--- src/rtl/int_sched_if.sv ---
// int_sched_if: CPU-side interrupt, handshake and config bus for int_sched
interface int_sched_if #(parameter int NSRC = 4);
  localparam int IW = $clog2(NSRC);
  logic [NSRC-1:0] irq_in;
  logic            stall_f;
  logic            branch_stall;
  logic            int_ack;
  logic            rti;
  logic            cfg_we;
  logic [1:0]      cfg_addr;
  logic [NSRC-1:0] cfg_data;
  logic [NSRC-1:0] int_req;
  logic [IW-1:0]   int_id;
  logic            in_service;
  logic [NSRC-1:0] pending;
  logic [NSRC-1:0] mask;
  logic [NSRC-1:0] lost;
  logic [2:0]      state;
  modport master (
    output irq_in, stall_f, branch_stall, int_ack, rti, cfg_we, cfg_addr, cfg_data,
    input  int_req, int_id, in_service, pending, mask, lost, state
  );
  modport slave (
    input  irq_in, stall_f, branch_stall, int_ack, rti, cfg_we, cfg_addr, cfg_data,
    output int_req, int_id, in_service, pending, mask, lost, state
  );
endinterface

--- src/rtl/int_sched.sv ---
// int_sched: edge-captured pending interrupts, round-robin arbitration and req/ack/rti sequencing
module int_sched #(
  parameter int NSRC  = 4,
  parameter int DRAIN = 2
) (
  input logic        clk,
  input logic        rst_n,
  int_sched_if.slave bus
);
  localparam int IW = $clog2(NSRC);
  typedef enum logic [2:0] {IDLE = 3'd0, REQ = 3'd1, SERVICE = 3'd2, DRAIN_S = 3'd3} state_t;
  state_t          state_q;
  logic [NSRC-1:0] irq_q, pend_q, pend_d, mask_q, mask_d, lost_q, lost_d, req_q;
  logic [NSRC-1:0] evt, ack_clr, set_v, clr_v, elig;
  logic [IW-1:0]   id_q, ptr_q, win;
  logic [3:0]      cnt_q;
  logic            svc_q;
  // Next-state of the pending/lost/mask bits: sets beat clears, and an ack clear hides the overrun
  always_comb begin
    evt     = bus.irq_in & ~irq_q;
    ack_clr = (state_q == REQ && bus.int_ack) ? NSRC'(1) << id_q : '0;
    set_v   = evt | ((bus.cfg_we && bus.cfg_addr == 2'd3) ? bus.cfg_data : '0);
    clr_v   = ack_clr | ((bus.cfg_we && bus.cfg_addr == 2'd2) ? bus.cfg_data : '0);
    pend_d  = (pend_q & ~clr_v) | set_v;
    lost_d  = (lost_q & ~((bus.cfg_we && bus.cfg_addr == 2'd1) ? bus.cfg_data : '0)) | (evt & pend_q & ~ack_clr);
    mask_d  = (bus.cfg_we && bus.cfg_addr == 2'd0) ? bus.cfg_data : mask_q;
    elig    = pend_q & ~mask_q;
  end
  // Round-robin winner: first eligible index at or above the pointer, wrapping
  always_comb begin
    win = '0;
    for (int k = NSRC - 1; k >= 0; k--)
      if (elig[(int'(ptr_q) + k) % NSRC]) win = IW'((int'(ptr_q) + k) % NSRC);
  end
  // Edge capture and the software-visible pending/mask/lost registers
  always_ff @(posedge clk or negedge rst_n) begin
    if (!rst_n) begin
      irq_q  <= '0;
      pend_q <= '0;
      mask_q <= '1;
      lost_q <= '0;
    end else begin
      irq_q  <= bus.irq_in;
      pend_q <= pend_d;
      mask_q <= mask_d;
      lost_q <= lost_d;
    end
  end
  // Request/service/drain sequencer; a request once issued is committed until acked
  always_ff @(posedge clk or negedge rst_n) begin
    if (!rst_n) begin
      state_q <= IDLE;
      req_q   <= '0;
      id_q    <= '0;
      svc_q   <= 1'b0;
      ptr_q   <= '0;
      cnt_q   <= '0;
    end else begin
      case (state_q)
        IDLE: if (|elig && !bus.stall_f && !bus.branch_stall) begin
          state_q <= REQ;
          id_q    <= win;
          req_q   <= NSRC'(1) << win;
        end
        REQ: if (bus.int_ack) begin
          state_q <= SERVICE;
          req_q   <= '0;
          svc_q   <= 1'b1;
        end
        SERVICE: if (bus.rti) begin
          state_q <= DRAIN_S;
          svc_q   <= 1'b0;
          ptr_q   <= IW'((int'(id_q) + 1) % NSRC);
          cnt_q   <= 4'(DRAIN);
        end
        DRAIN_S: begin
          cnt_q   <= cnt_q - 4'd1;
          state_q <= (cnt_q == 4'd1) ? IDLE : DRAIN_S;
        end
        default: state_q <= IDLE;
      endcase
    end
  end
  assign bus.int_req    = req_q;
  assign bus.int_id     = id_q;
  assign bus.in_service = svc_q;
  assign bus.pending    = pend_q;
  assign bus.mask       = mask_q;
  assign bus.lost       = lost_q;
  assign bus.state      = state_q;
endmodule

--- src/flat_wrapper.sv ---
// flat-port wrapper written by rule: the top's interface ports become plain ports
module int_sched_flat 
#(
  parameter int NSRC  = 4,
  parameter int DRAIN = 2
)
  (clk, rst_n, bus_irq_in, bus_stall_f, bus_branch_stall, bus_int_ack, bus_rti, bus_cfg_we, bus_cfg_addr, bus_cfg_data, bus_int_req, bus_int_id, bus_in_service, bus_pending, bus_mask, bus_lost, bus_state);
  int_sched_if #(.NSRC(NSRC)) bus_i ();
  input logic clk;
  input logic rst_n;
  input wire logic [$bits(bus_i.irq_in)-1:0] bus_irq_in;
  input wire logic [$bits(bus_i.stall_f)-1:0] bus_stall_f;
  input wire logic [$bits(bus_i.branch_stall)-1:0] bus_branch_stall;
  input wire logic [$bits(bus_i.int_ack)-1:0] bus_int_ack;
  input wire logic [$bits(bus_i.rti)-1:0] bus_rti;
  input wire logic [$bits(bus_i.cfg_we)-1:0] bus_cfg_we;
  input wire logic [$bits(bus_i.cfg_addr)-1:0] bus_cfg_addr;
  input wire logic [$bits(bus_i.cfg_data)-1:0] bus_cfg_data;
  output wire logic [$bits(bus_i.int_req)-1:0] bus_int_req;
  output wire logic [$bits(bus_i.int_id)-1:0] bus_int_id;
  output wire logic [$bits(bus_i.in_service)-1:0] bus_in_service;
  output wire logic [$bits(bus_i.pending)-1:0] bus_pending;
  output wire logic [$bits(bus_i.mask)-1:0] bus_mask;
  output wire logic [$bits(bus_i.lost)-1:0] bus_lost;
  output wire logic [$bits(bus_i.state)-1:0] bus_state;
  assign bus_i.irq_in = bus_irq_in;
  assign bus_i.stall_f = bus_stall_f;
  assign bus_i.branch_stall = bus_branch_stall;
  assign bus_i.int_ack = bus_int_ack;
  assign bus_i.rti = bus_rti;
  assign bus_i.cfg_we = bus_cfg_we;
  assign bus_i.cfg_addr = bus_cfg_addr;
  assign bus_i.cfg_data = bus_cfg_data;
  assign bus_int_req = bus_i.int_req;
  assign bus_int_id = bus_i.int_id;
  assign bus_in_service = bus_i.in_service;
  assign bus_pending = bus_i.pending;
  assign bus_mask = bus_i.mask;
  assign bus_lost = bus_i.lost;
  assign bus_state = bus_i.state;
  int_sched #(.NSRC(NSRC), .DRAIN(DRAIN)) u_core (.clk(clk), .rst_n(rst_n), .bus(bus_i));
endmodule
--- config.mk ---
export PLATFORM = sky130hd
export DESIGN_NAME = int_sched_flat
export DESIGN_NICKNAME = d
export VERILOG_FILES = /design/src/rtl/int_sched_if.sv /design/src/rtl/int_sched.sv /design/src/flat_wrapper.sv
export SDC_FILE = /design/constraint.sdc
export NUM_CORES = 1
export LEC_CHECK = 0
export CAP_MARGIN = 30
export CORE_MARGIN = 1.5
export CORE_UTILIZATION = 51
export CTS_BUF_LIST = sky130_fd_sc_hd__clkbuf_4 sky130_fd_sc_hd__clkbuf_8
export DETAILED_ROUTE_END_ITERATION = 10
export MAX_ROUTING_LAYER = met4
export PLACE_DENSITY = 0.82
export SKIP_LAST_GASP = 1
export SYNTH_ARGS = -nofsm -noshare
export SYNTH_HDL_FRONTEND = slang
export SYNTH_SLANG_ARGS = --single-unit
--- constraint.sdc ---
create_clock -name clk -period 1.6 [get_ports clk]
set_input_delay 0.16 -clock clk [delete_from_list [all_inputs] [get_ports clk]]
set_output_delay 0.16 -clock clk [all_outputs]
set_load 0.01 [all_outputs]
==> Yosys cells after proc, flatten, opt, wreduce, memory -nomap -nowiden <==
Index checks and enable logic that the tools add are counted.
{ "classes": {"n_reduce_logical": 24, "bitwise": 18, "n_shift": 2, "mux": 32, "add_sub_neg": 5, "order_cmp": 4, "eq_ne": 10} }
{ "ops": {"columns": ["cell", "n"], "rows": [
  ["4-bit 2-to-1 mux", 7],
  ["4-bit bitwise AND", 6],
  ["4-bit NOT", 5],
  ["4-bit bitwise OR", 4],
  ["4-bit one-hot mux with 2 select lines", 2],
  ["3-bit by 4-bit < comparator with 1-bit output (second input constant)", 3],
  ["3-bit one-hot mux with 4 select lines", 1],
  ["2-bit 2-to-1 mux", 5],
  ["1-bit 2-to-1 mux", 9],
  ["3-bit 2-to-1 mux", 3],
  ["3-bit AND reduction", 3],
  ["1-bit binary-select mux with 2-bit select", 4],
  ["1-bit by 2-bit left shift with 4-bit output (first input constant)", 2],
  ["1-bit logical AND", 7],
  ["3-bit by 2-bit equality test with 1-bit output (second input constant)", 2],
  ["2-bit AND reduction", 3],
  ["2-bit nonzero test", 3],
  ["2-bit OR reduction", 3],
  ["2-bit by 1-bit adder with 2-bit output (second input constant)", 2],
  ["2-bit adder (second input constant)", 2],
  ["2-bit equality test (second input constant)", 2],
  ["4-bit by 1-bit equality test with 1-bit output (second input constant)", 1],
  ["2-bit inequality test (second input constant)", 2],
  ["4-bit OR reduction", 1],
  ["other kinds (10)", 13]
]} }
{ "word_totals": {"in_bits": 17, "output_inout_bits": 22, "register_bits": 32, "wordCells": 105} }

==> Depth between registers and ports, before layout <==
{ "logic_depth": {"word_depth": 13, "depth_mapped": 5, "ltp_nobuf": 5} }

==> Worst setup path before layout <==
OpenSTA, ideal clock, no wires.
{ "synth_timing": {"kind": "register -> register", "start": "register u_core.mask_q[1] (netlist: u_core.bus.mask[1])", "end": "register u_core.req_q[0] (netlist: u_core.bus.int_req[0])", "synth_period_minus_slack_ns": 1.458, "stages_incl_launch_ff": 5, "n_path_buf": 0, "setup_ns": 0.139, "setup_slack_ns": 0.142, "required_ns": 1.461, "t_arrival_ns": 1.319, "cell_sequence": "dfstp_2 nor2b_4 o41ai_4 or3_4 o31ai_1"} }
{ "synth_via": {"elab_chain_len": 12, "elab_cells_between_ends": 25, "classes_between": "1 x eq/ne; 1 x shift; 17 x mux; 2 x bitwise; 4 x reduce/logical"} }
{ "synth_lines": {"columns": ["item", "line", "source"], "rows": [
  ["start, declared", "int_sched.sv:13", "logic [NSRC-1:0] irq_q, pend_q, pend_d, mask_q, mask_d, lost_q, lost_d, req_q;"],
  ["start signal, assigned", "int_sched.sv:45", "mask_q <= mask_d;"],
  ["4-bit NOT (*)", "int_sched.sv:27", "elig = pend_q & ~mask_q;"],
  ["4-bit bitwise AND (*)", "int_sched.sv:27", null],
  ["1-bit binary-select mux with 2-bit select", "int_sched.sv:33", "if (elig[(int'(ptr_q) + k) % NSRC]) win = IW'((int'(ptr_q) + k) % NSRC);"],
  ["1-bit 2-to-1 mux (implied by the code) (2 in a row)", "int_sched.sv:33", null],
  ["2-bit 2-to-1 mux (4 in a row)", "int_sched.sv:33", null],
  ["1-bit by 2-bit left shift with 4-bit output", "int_sched.sv:63", "req_q <= NSRC'(1) << win;"],
  ["4-bit 2-to-1 mux", "int_sched.sv:60", "IDLE: if (|elig && !bus.stall_f && !bus.branch_stall) begin"],
  ["4-bit one-hot mux with 2 select lines", "int_sched.sv:59", "case (state_q)"],
  ["end signal, assigned", "int_sched.sv:63", null],
  ["end, declared", "int_sched.sv:13", null]
]} }
Mark *: on every way between the ends. The rest lies on a longest branch, timed or not. The select of a mux whose other input is x is not followed.
A chain may end at the register's enable or synchronous reset.

==> Worst setup path after layout <==
{ "layout_timing": {"start": "register u_core.pend_q[0] (netlist: u_core.bus.pending[0])", "end": "register u_core.req_q[0] (netlist: u_core.bus.int_req[0])"} }
{ "layout_via": {"elab_chain_len": 11, "elab_cells_between_ends": 24, "classes_between": "1 x eq/ne; 1 x shift; 17 x mux; 1 x bitwise; 4 x reduce/logical"} }
{ "layout_lines": {"columns": ["item", "line", "source"], "rows": [
  ["start, declared", "int_sched.sv:13", null],
  ["start signal, assigned", "int_sched.sv:44", "pend_q <= pend_d;"],
  ["4-bit bitwise AND (*)", "int_sched.sv:27", null],
  ["1-bit binary-select mux with 2-bit select", "int_sched.sv:33", null],
  ["1-bit 2-to-1 mux (implied by the code) (2 in a row)", "int_sched.sv:33", null],
  ["2-bit 2-to-1 mux (4 in a row)", "int_sched.sv:33", null],
  ["1-bit by 2-bit left shift with 4-bit output", "int_sched.sv:63", null],
  ["4-bit 2-to-1 mux", "int_sched.sv:60", null],
  ["4-bit one-hot mux with 2 select lines", "int_sched.sv:59", null]
]} }
Marked as above.

==> metrics.txt <==
# TYPE chip_impl_metric gauge
chip_impl_info{name="critical-path-top-delay-family",value="simple AND/OR/NAND/NOR gates"} 1
chip_impl_metric{name="yosysWarnings",unit=""} 0
chip_impl_metric{name="synth-adder-area-share",unit="%"} 4.70
chip_impl_metric{name="die_x",unit="um"} 59.0
chip_impl_metric{name="max_stage_delay",unit="ps"} 390
chip_impl_metric{name="final_layout_size_suffix_gt1_share",unit="%"} 22.5
chip_impl_info{name="unrepaired_setup_endpoints_after_global_routing",value="true"} 1
chip_impl_metric{name="cellLeakagePower",unit="nW"} 0.964
chip_impl_metric{name="synth-compound-area-share",unit="%"} 19.6
chip_impl_metric{name="antenna_found_initial",unit=""} 0
chip_impl_metric{name="synth_enable_flop_cells",unit=""} 0
chip_impl_metric{name="layout_worst_path_cycle_share",unit="%"} 102
chip_impl_metric{name="synth_simple_gate_area_share",unit="%"} 14.5
chip_impl_metric{name="drt_pass1_iterations",unit=""} 4
chip_impl_metric{name="place_ws",unit="ps"} -24.0
chip_impl_metric{name="dieArea",unit="um^2"} 3480
chip_impl_metric{name="irDropWorstVdd",unit="uV"} 895
chip_impl_metric{name="numClockSinks",unit=""} 31
chip_impl_metric{name="post-dp-hpwl",unit="um"} 2730
chip_impl_metric{name="timing.clock.skew",unit="ps"} 11.9
chip_impl_metric{name="grt_first_pass_wirelength",unit="um"} 5920
chip_impl_metric{name="yosys.cell_types.count",unit=""} 40
chip_impl_metric{name="synth.top_cell.area_share",unit="%"} 42.3
chip_impl_info{name="combinational_family_with_the_most_area_after_synthesis",value="compound AO/OA/AOI/OAI gates"} 1
chip_impl_info{name="startpoint_kind_of_the_worst_setup_timing_path",value="flop"} 1
chip_impl_metric{name="clk_transition_reported_paths",unit="ps"} 100
chip_impl_metric{name="route.detailed.wl_per_inst",unit="um"} 15.5
chip_impl_metric{name="mux_cell_area_share_after_synthesis",unit="%"} 7.36
chip_impl_info{name="cp_cell_sequence",value="nor2b_4 > o41ai_4 > buf_4 > or3_4 > o31ai_1"} 1
chip_impl_metric{name="ys_seq_area_share",unit="%"} 48.9
chip_impl_metric{name="hold_viol_final",unit=""} 0
chip_impl_metric{name="antenna_left",unit=""} 0
chip_impl_metric{name="detail_route.vias_per_cell",unit=""} 5.54
chip_impl_info{name="synth_flop_cell",value="sky130_fd_sc_hd__dfrtp_1"} 1
chip_impl_metric{name="row_count",unit=""} 20
chip_impl_metric{name="critPathBufInv",unit=""} 1
chip_impl_metric{name="yosys.area_share.xor_xnor",unit="%"} 0
chip_impl_metric{name="max_clock_freq",unit="MHz"} 610
chip_impl_metric{name="place_congestion",unit=""} 0.817
chip_impl_metric{name="post_synthesis_register_bit_count",unit=""} 31
chip_impl_metric{name="grt_overflow_total",unit=""} 0
chip_impl_metric{name="drt-initial-drc-count",unit=""} 31
chip_impl_info{name="status",value="finished with violations"} 1
chip_impl_metric{name="async_reset_ff_share",unit="%"} 100
chip_impl_metric{name="cts_buffer_depth",unit=""} 2
chip_impl_metric{name="clk-insertion-delay-late",unit="ps"} 340
chip_impl_info{name="cts.root.buffer_cell",value="sky130_fd_sc_hd__clkbuf_4"} 1
chip_impl_metric{name="post_cts_hold_buffer_count",unit=""} 0
chip_impl_metric{name="buffers_added_on_ports",unit=""} 37
chip_impl_metric{name="reg2reg_setup_slack",unit="ps"} -40
chip_impl_metric{name="power_per_cell_area",unit="nW/um^2"} 1520
chip_impl_info{name="synth_top_cells_by_area",value="sky130_fd_sc_hd__dfrtp_1 (42%), sky130_fd_sc_hd__dfstp_2 (6.6%), sky130_fd_sc_hd__o21ai_0 (6.0%), sky130_fd_sc_hd__ha_1 (4.7%), sky130_fd_sc_hd__inv_1 (3.5%)"} 1
chip_impl_metric{name="chipHeight",unit="um"} 59.0
chip_impl_metric{name="sum_of_negative_setup_slack",unit="ps"} -39.4
chip_impl_metric{name="cts_made_buffers",unit=""} 5
chip_impl_metric{name="drc",unit=""} 0
chip_impl_info{name="crit_type",value="reg -> reg"} 1
chip_impl_metric{name="postLayoutCellArea",unit="um^2"} 2180
chip_impl_metric{name="worst_margin_slew",unit="ps"} 582
chip_impl_metric{name="nets",unit=""} 222
chip_impl_info{name="violated_checks",value="negative setup slack"} 1
chip_impl_metric{name="finalCriticalPeriod",unit="ps"} 1640
chip_impl_metric{name="initial_core_util",unit="%"} 53.2
chip_impl_metric{name="crit_path_max_fanout",unit=""} 5
chip_impl_info{name="min-delay-path-class",value="in -> async"} 1
chip_impl_metric{name="data_required_time_of_the_critical_path",unit="ps"} 1830
chip_impl_metric{name="route.vias.total",unit=""} 1290
chip_impl_metric{name="syn-num-nets",unit=""} 169
chip_impl_info{name="yosys-top-cells-count",value="sky130_fd_sc_hd__dfrtp_1 (27), sky130_fd_sc_hd__o21ai_0 (19), sky130_fd_sc_hd__inv_1 (15)"} 1
chip_impl_metric{name="maxSlewHeadroom",unit="%"} 60.8
chip_impl_info{name="timing.critical_path.to_type",value="flop"} 1
chip_impl_metric{name="cts_max_level",unit=""} 2
chip_impl_metric{name="pins_over_their_slew_limit",unit=""} 0
chip_impl_metric{name="top_level_ports",unit=""} 39
chip_impl_info{name="rr_startpoint",value="u_core.bus.pending[0]"} 1
chip_impl_metric{name="dpl_cell_area",unit="um^2"} 2030
chip_impl_info{name="cts_tree",value="built"} 1
chip_impl_metric{name="core-area",unit="um^2"} 3000
chip_impl_metric{name="post_synth.cell_area_avg",unit="um^2"} 10.9
chip_impl_metric{name="setup_violations",unit=""} 1
chip_impl_metric{name="design_power_total",unit="mW"} 3.32
chip_impl_metric{name="postLayoutSetupSlackWorst",unit="ps"} -39.4
chip_impl_metric{name="drt-total-wl",unit="um"} 3600
chip_impl_metric{name="syn_to_final_growth",unit="%"} 36.4
chip_impl_info{name="synthMostInstantiatedCell",value="sky130_fd_sc_hd__dfrtp_1"} 1
chip_impl_info{name="yosysTopAreaCell",value="sky130_fd_sc_hd__dfrtp_1"} 1
chip_impl_info{name="grt-busiest-layer",value="met2"} 1
chip_impl_metric{name="synth_cells",unit=""} 146
chip_impl_metric{name="first_global_vias",unit=""} 1256
chip_impl_metric{name="worstPathArrival",unit="ps"} 1870
chip_impl_metric{name="post_synth_instance_area",unit="um^2"} 1600
chip_impl_metric{name="grtUsageMet2",unit="%"} 35.7
chip_impl_metric{name="filler_instances",unit=""} 239
chip_impl_metric{name="gr-usage-met3",unit="%"} 7.86
chip_impl_metric{name="final_core_utilization",unit="%"} 72.6
chip_impl_metric{name="cap_viol_max_count",unit=""} 0
chip_impl_metric{name="gr-usage-all-layers",unit="%"} 23.8
chip_impl_info{name="timing.critical_path.from",value="u_core.bus.pending[0]"} 1
chip_impl_metric{name="use_met1",unit="%"} 31.1
chip_impl_metric{name="insertedDiodeCount",unit=""} 0
chip_impl_metric{name="grt_max_degree",unit=""} 32
chip_impl_info{name="critical_path.slowest_cell",value="sky130_fd_sc_hd__dfrtp_1"} 1
## power by group
group          total (mW)  internal (mW)  switching, mW
clock network       0.542          0.275          0.267
logic                1.49          0.783          0.705
registers            1.29           1.04          0.245
total                3.32           2.10           1.22
## cell families after synthesis
| group | count (synthesis) |
|---|---|
| adder cells (fa/ha/maj) | 6 |
| AND/OR/NAND/NOR | 34 |
| multiplexers | 11 |
| AO/OA/AOI/OAI | 44 |
| buffers and inverters | 19 |
| other | 1 |
| flip-flops | 31 |
## cells in the final DEF (no fill, tap or decap), types with 6 or more instances in the layout
master,instances
sky130_fd_sc_hd__clkdlybuf4s50_1,32
sky130_fd_sc_hd__inv_1,15
sky130_fd_sc_hd__nand2b_1,6
sky130_fd_sc_hd__ha_1,6
sky130_fd_sc_hd__o21ai_0,19
sky130_fd_sc_hd__dfrtp_1,25
sky130_fd_sc_hd__nand2_1,9
sky130_fd_sc_hd__buf_4,13
sky130_fd_sc_hd__clkbuf_4,6
## final timing paths
path                                    endpoint  cells after the start
max                        u_core.bus.int_req[0]                      5
min                        u_core.bus.pending[3]                      2
max reg2reg                u_core.bus.int_req[0]                      5
min reg2reg                   u_core.bus.lost[3]                      2
max in group asynchronous     u_core.bus.mask[2]                      2
min in group clk                 u_core.irq_q[0]                      1
## state kept, by name, indices dropped and copies added, names as in the netlist
name	cells
u_core.bus.state	2
u_core.bus.int_req	4
u_core.bus.in_service	1
u_core.cnt_q	4
u_core.bus.mask	4
u_core.bus.lost	4
u_core.bus.pending	4
u_core.bus.int_id	2
u_core.ptr_q	2
u_core.irq_q	4
## stage by stage
stage,hold slack (ps),cells
floorplan,-136,146
finish,199,233
global route,245,233
CTS,211,225
global placement,496,217
detailed placement,504,217
## final cells by class
cell class              count  area [um^2]  share of cell area (%)
clock buffers               8         72.6                    3.33
inverters                  15         56.3                    2.58
multi-input cells          96          761                    34.9
flip-flops and latches     31          783                    35.9
well taps                  33         41.3                    1.89
repair buffers             50          465                    21.4
## routing by layer
| metal | part of all wire, % | wire (um) | up-vias |
|---|---|---|---|
| met5 | 0 | 0 | - |
| li1 | - | - | 636 |
| met3 | 3.5 | 127 | 7 |
| met2 | 48 | 1720 | 24 |
| met4 | 1.7 | 61 | 0 |
| met1 | 47 | 1690 | 623 |
## timing repair
| action | CTS | global route |
|---|---|---|
| buffers inserted | 0 | 8 |
| resized for setup | 5 | 6 |
| pin swaps | 0 | 1 |
| endpoints found under the setup margin | 5 | 9 |
| cloned | 0 | 0 |
(Power assumes the default switching activity.)
